===== src/rtl/wake_up_sequencer_pkg.sv =====
// Shared constants for the wake-up sequencer: core counts, release window size and release spacing.
package wake_up_sequencer_pkg;

    localparam int unsigned NumCores           = 256;
    localparam int unsigned NumCoresPerTile    = 4;
    localparam int unsigned WakeUpTilesPerStep = 1;
    localparam int unsigned WakeUpStepCycles   = 4;

    // Counter/index width that never collapses to zero bits for degenerate sizes.
    function automatic int unsigned min_width(input int unsigned n);
        return (n > 1) ? $clog2(n) : 1;
    endfunction

endpackage


===== src/rtl/wake_up_sequencer_if.sv =====
// Wake-up request/pulse bundle between the control registers (master) and the sequencer (slave).
interface wake_up_sequencer_if
    import wake_up_sequencer_pkg::*;
#(
    parameter int unsigned NumCores = wake_up_sequencer_pkg::NumCores
);

    logic [NumCores-1:0] wake_up_i;
    logic [NumCores-1:0] wake_up_o;
    logic                busy_o;

    modport master (output wake_up_i, input wake_up_o, input busy_o);
    modport slave  (input wake_up_i, output wake_up_o, output busy_o);

endinterface


===== src/rtl/wake_up_window_pick.sv =====
// Rotating find-first over the "window non-empty" bits, searching upward from start with wrap-around.
module wake_up_window_pick
    import wake_up_sequencer_pkg::*;
#(
    parameter int unsigned NumWindows = 64,
    parameter int unsigned IdxWidth   = min_width(NumWindows)
) (
    input  logic [NumWindows-1:0] nonempty,
    input  logic [IdxWidth-1:0]   start,
    output logic [IdxWidth-1:0]   idx,
    output logic                  valid
);

    localparam logic [IdxWidth:0] NumWin = (IdxWidth + 1)'(NumWindows);

    logic [NumWindows-1:0] rotated;
    logic [IdxWidth:0]     sum;

    // Rotate so that bit 0 is the window at start; the first set bit is then the round-robin winner.
    always_comb begin
        rotated = (nonempty >> start) | (nonempty << (NumWindows - 32'(start)));
        idx     = '0;
        valid   = 1'b0;
        sum     = '0;
        for (int i = 0; i < NumWindows; i++) begin
            if (!valid && rotated[i]) begin
                valid = 1'b1;
                sum   = {1'b0, start} + (IdxWidth + 1)'(i);
                if (sum >= NumWin) begin
                    sum = sum - NumWin;
                end
                idx = sum[IdxWidth-1:0];
            end
        end
    end

endmodule


===== src/rtl/wake_up_sequencer.sv =====
// Staggers core wake-up requests, releasing one window of pending cores every StepCycles cycles.
// Optional macro WAKE_UP_SEQ_BROADCAST_EN: an all-ones request bypasses staggering.
module wake_up_sequencer
    import wake_up_sequencer_pkg::*;
#(
    parameter int unsigned NumCores        = wake_up_sequencer_pkg::NumCores,
    parameter int unsigned NumCoresPerTile = wake_up_sequencer_pkg::NumCoresPerTile,
    parameter int unsigned TilesPerStep    = WakeUpTilesPerStep,
    parameter int unsigned StepCycles      = WakeUpStepCycles
) (
    input logic                clk_i,
    input logic                rst_i,
    wake_up_sequencer_if.slave bus
);

    localparam int unsigned CoresPerWindow = NumCoresPerTile * TilesPerStep;
    localparam int unsigned NumWindows     = NumCores / CoresPerWindow;
    localparam int unsigned PtrWidth       = min_width(NumWindows);
    localparam int unsigned GapWidth       = min_width(StepCycles);

    localparam logic [GapWidth-1:0] GapLoad    = GapWidth'(StepCycles - 1);
    localparam logic [PtrWidth-1:0] LastWindow = PtrWidth'(NumWindows - 1);
    localparam logic [NumCores-1:0] WindowBase = NumCores'({CoresPerWindow{1'b1}});

    if ((NumCores % CoresPerWindow) != 0) begin : g_check_div
        $error("NumCores must be a multiple of NumCoresPerTile*TilesPerStep");
    end
    if (StepCycles < 1) begin : g_check_step
        $error("StepCycles must be at least 1");
    end

    typedef enum logic {
        IDLE,
        GAP
    } state_t;

    state_t              state_q;
    logic [NumCores-1:0] pending_q;
    logic [PtrWidth-1:0] ptr_q;
    logic [GapWidth-1:0] gap_cnt;
    logic [NumCores-1:0] wake_up_q;
    logic                busy_q;

    logic [NumWindows-1:0] nonempty;
    logic [PtrWidth-1:0]   pick_idx;
    logic                  pick_valid;
    logic                  release_en;
    logic [NumCores-1:0]   released;
    logic [NumCores-1:0]   pending_d;
    logic [PtrWidth-1:0]   ptr_next;
    logic                  broadcast;
    int unsigned           window_shift;

    for (genvar w = 0; w < NumWindows; w++) begin : g_nonempty
        assign nonempty[w] = |pending_q[w*CoresPerWindow +: CoresPerWindow];
    end

    wake_up_window_pick #(
        .NumWindows (NumWindows),
        .IdxWidth   (PtrWidth)
    ) i_window_pick (
        .nonempty (nonempty),
        .start    (ptr_q),
        .idx      (pick_idx),
        .valid    (pick_valid)
    );

    assign window_shift = CoresPerWindow * 32'(pick_idx);
    assign release_en   = (state_q == IDLE) && pick_valid;
    assign released     = release_en ? (pending_q & (WindowBase << window_shift)) : '0;
    assign pending_d    = (pending_q & ~released) | bus.wake_up_i;
    assign ptr_next     = (pick_idx == LastWindow) ? '0 : pick_idx + 1'b1;

`ifdef WAKE_UP_SEQ_BROADCAST_EN
    assign broadcast = &bus.wake_up_i;
`else
    assign broadcast = 1'b0;
`endif

    // busy covers the request cycle's follow-up and the cycle after the final release,
    // so it is taken from the pre-release pending set rather than pending_d.
    always_ff @(posedge clk_i or posedge rst_i) begin
        if (rst_i) begin
            state_q   <= IDLE;
            pending_q <= '0;
            ptr_q     <= '0;
            gap_cnt   <= '0;
            wake_up_q <= '0;
            busy_q    <= 1'b0;
        end else if (broadcast) begin
            wake_up_q <= '1;
            pending_q <= '0;
            busy_q    <= 1'b0;
            gap_cnt   <= GapLoad;
            state_q   <= (GapLoad != '0) ? GAP : IDLE;
        end else begin
            pending_q <= pending_d;
            busy_q    <= |(pending_q | bus.wake_up_i);
            wake_up_q <= released;
            case (state_q)
                IDLE: begin
                    if (pick_valid) begin
                        ptr_q   <= ptr_next;
                        gap_cnt <= GapLoad;
                        if (GapLoad != '0) begin
                            state_q <= GAP;
                        end
                    end
                end
                GAP: begin
                    gap_cnt <= gap_cnt - 1'b1;
                    if (gap_cnt <= GapWidth'(1)) begin
                        state_q <= IDLE;
                    end
                end
                default: state_q <= IDLE;
            endcase
        end
    end

    assign bus.wake_up_o = wake_up_q;
    assign bus.busy_o    = busy_q;

endmodule


===== src/flat_wrapper.sv =====
// flat-port wrapper written by rule: the top's interface ports become plain ports
module wake_up_sequencer_flat import wake_up_sequencer_pkg::*;
#(
    parameter int unsigned NumCores        = wake_up_sequencer_pkg::NumCores,
    parameter int unsigned NumCoresPerTile = wake_up_sequencer_pkg::NumCoresPerTile,
    parameter int unsigned TilesPerStep    = WakeUpTilesPerStep,
    parameter int unsigned StepCycles      = WakeUpStepCycles
)
  (clk_i, rst_i, bus_wake_up_i, bus_wake_up_o, bus_busy_o);
  wake_up_sequencer_if #(.NumCores(NumCores)) bus_i ();
  input logic clk_i;
  input logic rst_i;
  input wire logic [$bits(bus_i.wake_up_i)-1:0] bus_wake_up_i;
  output wire logic [$bits(bus_i.wake_up_o)-1:0] bus_wake_up_o;
  output wire logic [$bits(bus_i.busy_o)-1:0] bus_busy_o;
  assign bus_i.wake_up_i = bus_wake_up_i;
  assign bus_wake_up_o = bus_i.wake_up_o;
  assign bus_busy_o = bus_i.busy_o;
  wake_up_sequencer #(.NumCores(NumCores), .NumCoresPerTile(NumCoresPerTile), .TilesPerStep(TilesPerStep), .StepCycles(StepCycles)) u_core (.clk_i(clk_i), .rst_i(rst_i), .bus(bus_i));
endmodule

===== config.mk =====
export PLATFORM = sky130hd
export DESIGN_NAME = wake_up_sequencer_flat
export DESIGN_NICKNAME = d
export VERILOG_FILES = /design/src/rtl/wake_up_sequencer_pkg.sv /design/src/rtl/wake_up_sequencer_if.sv /design/src/rtl/wake_up_window_pick.sv /design/src/rtl/wake_up_sequencer.sv /design/src/flat_wrapper.sv
export SDC_FILE = /design/constraint.sdc
export NUM_CORES = 2
export LEC_CHECK = 0
export ABC_AREA = 1
export BUFFER_PORTS_ARGS = -buffer_cell sky130_fd_sc_hd__buf_2
export CAP_MARGIN = 25
export CORE_ASPECT_RATIO = 0.75
export CORE_MARGIN = 1.5
export CORE_UTILIZATION = 40
export DETAILED_ROUTE_END_ITERATION = 8
export GPL_TIMING_DRIVEN = 0
export SLEW_MARGIN = 30
export SYNTH_ARGS = -nofsm -noshare
export SYNTH_HDL_FRONTEND = slang
export SYNTH_SLANG_ARGS = --single-unit
export TNS_END_PERCENT = 5

===== constraint.sdc =====
create_clock -name clk_i -period 15.55 [get_ports clk_i]
set_clock_uncertainty 0.1 [all_clocks]
set_input_delay 0.7775 -clock clk_i [delete_from_list [all_inputs] [get_ports clk_i]]
set_output_delay 0.7775 -clock clk_i [all_outputs]
set_load 0.01 [all_outputs]

==> impl_metrics.json <==
{
  "ff2ff_setup_slack_ns": 0.78,
  "slew_viol_final": 0,
  "outcome": "finished clean",
  "grt_pass1_vias": 35500,
  "yosys.area.top_type_share_pct": 38.1,
  "dp_hpwl_um": 156000,
  "wire_per_inst_um": 27.6,
  "synthFlopType": "dfrtp_1",
  "final_core_util_pct": 47.9,
  "track_usage_pct": 41.9,
  "path_class": "reg -> reg",
  "crit_arrival_ns": 15.18,
  "rows": 92,
  "ir_drop_uv": 86.7,
  "ys_warn_count": 0,
  "dpl_cell_area_mm2": 0.0385,
  "timing.final.crit_share_pct": 95.0,
  "cts.path.max_buffers": 3,
  "worstReg2RegStart": "u_core.ptr_q[4]",
  "instances_no_fill": 6846,
  "path_clk_slew_ns": 0.08,
  "ys_async_sr_fraction_pct": 100,
  "cap_violations": 0,
  "layout.nets": 5952,
  "syn_area_mm2": 0.0343,
  "core_area_mm2": 0.0844,
  "layout_common_cells": "1258 x nand2_1, 797 x inv_1, 696 x nand3_1",
  "vias_per_cell": 5.78,
  "syn_nets": 5376,
  "path_common_cell": "nor2_1",
  "worstPathMaxFanout": 22,
  "ys_ff_latch": 522,
  "gp_congestion": 1.13,
  "synthTopCellsByArea": "dfrtp_1 38%, nand2_1 14%, nand3_1 10%",
  "tns_ns": 0,
  "rsz0062_at_grt": "no",
  "r2r-end": "u_core.pending_q[206]",
  "max_freq_ghz": 0.0677,
  "drc": 0,
  "dp_cells": 6742,
  "tightest_slew_ns": 1.15,
  "ant_nets": 0,
  "dieHeight_um": 256,
  "min_path_type": "in -> async",
  "path_delay_family": "simple AND/OR/NAND/NOR gates",
  "design_area_mm2": 0.0404,
  "antenna_found_initial": 2,
  "power.density_mw_per_mm2": 70.6,
  "io_pins": 515,
  "synth_top_cell_by_area": "dfrtp_1",
  "slew_headroom_pct": 22.9,
  "htreeDepth": 2,
  "overflow": 0,
  "grt_start_max_net_pins": 91,
  "area_growth_pct": 17.9,
  "ys_seq_area_share_pct": 38.1,
  "cts_tree": "yes",
  "cts_sinks": 522,
  "cts_root_buf": "clkbuf_16",
  "cts_buffers": 54,
  "drive_gt1_share_pct": 14.0,
  "p_leak_nw": 23.2,
  "clock_latency_ns": 0.64,
  "end_kind": "flip-flop",
  "fp.dieW_um": 341,
  "numPortBuffers": 514,
  "post_cts_resized": 0,
  "setup_violations": 0,
  "layout_commonest_cell": "nand2_1",
  "period_minus_slack_ns": 14.77,
  "hold_viol": 0,
  "synth_edf_count": 0,
  "nFillCells": 8772,
  "grt_pass1_wl_um": 262000,
  "rr_worst_depth": 55,
  "ys_types": 56,
  "dieArea_mm2": 0.0874,
  "startpoint": "u_core.ptr_q[4]",
  "hold_slack_ns": 0.0398,
  "dr_total_vias": 39600,
  "drtIter0Drc": 5533,
  "drt_pass1_iterations": 7,
  "routed_wl_um": 189000,
  "synthCells": 5093,
  "synth.avg_cell_area_um2": 6.73,
  "critPathMaxStageDelay_ns": 0.68,
  "path_buf_inv": 9,
  "initial_core_util_pct": 40.6,
  "cp-start-kind": "flip-flop",
  "crit_required_ns": 15.96,
  "slowest_stage": "nor2_2"
}
report_power, final:
part	switching, mW	leakage, nW	total, mW	internal, mW
Sequential	0.000470	5.92	1.36	1.36
Combinational	0.0669	16.3	0.103	0.0363
Clock	0.587	0.930	1.39	0.801
Total	0.654	23.2	2.85	2.20
Yosys cell counts (all sizes together) (7+ instances only):
cell type / number
o211ai: 27
inv: 808
dfrtp: 522
nor3: 66
ha: 25
a21oi: 45
nand2: 1268
clkbuf: 116
a211oi: 7
buf: 97
or2: 14
nor2: 599
o21ai: 292
nor4: 65
nand4: 193
o21bai: 79
nand3: 711
a31oi: 27
mux2i: 22
nand3b: 9
o21a: 23
xor2: 42
final cells by class:
cell class	count	area [um2]	share of cell area (%)
antenna	5	12.5	0.0310
buffer	213	1000	2.48
clock buffer	75	1550	3.84
clock inverter	25	322	0.796
inverter	811	3050	7.56
multi-input combinational	3546	17200	42.7
sequential	522	13100	32.3
tap	1128	1410	3.49
timing repair buffer	521	2750	6.81
worst max-delay path by stage:
| stage | end | slack (ns) | depth (start not counted) |
|---|---|---|---|
| 2_1_floorplan | u_core.bus.busy_o | 0.09 | 1 |
| 3_3_place_gp | u_core.bus.wake_up_o[198] | -6.17 | 2 |
| 3_5_place_dp | u_core.pending_q[204] | 1.46 | 56 |
| 4_1_cts | u_core.pending_q[204] | 1.38 | 56 |
| 5_1_grt | u_core.pending_q[205] | 0.48 | 55 |
| 6_report | u_core.pending_q[206] | 0.78 | 55 |
logic make-up after synthesis:
logic type      synth area share, %
xor+xnor                       1.22
buf+inv                        11.8
simple gates                   38.3
mux                           0.643
flops                          38.1
fa+ha+maj                     0.913
compound gates                 9.00
flip-flops by register name, summed over array words and instances (netlist names):
| register | cells |
|---|---|
| u_core.gap_cnt | 2 |
| u_core.bus.busy_o | 1 |
| u_core.ptr_q | 6 |
| u_core.state_q | 1 |
| u_core.pending_q | 256 |
| u_core.bus.wake_up_o | 256 |
through the flow:
stage                     total power [mW]  setup slack (ns)
after floorplan                       1.42            0.0891
after global placement                1.48             -6.17
after detailed placement              1.49              1.46
after CTS                             2.86              1.38
after global routing                  2.93             0.477
final                                 2.85             0.781
timing repair:
action	CTS	global route
setup buffers	0	0
hold buffers	0	0
endpoints found under the hold margin	0	0
setup endpoints to repair	0	2
layer usage:
metal / global-route usage [%] / vias to the layer above / routed length, um
met5: 0 / - / 0
met4: 10.7 / 0 / 5270
met3: 17.2 / 282 / 27200
met2: 56.5 / 2603 / 73300
met1: 61.0 / 19100 / 82900
li1: - / 17500 / -
(Power assumes the default switching activity.)
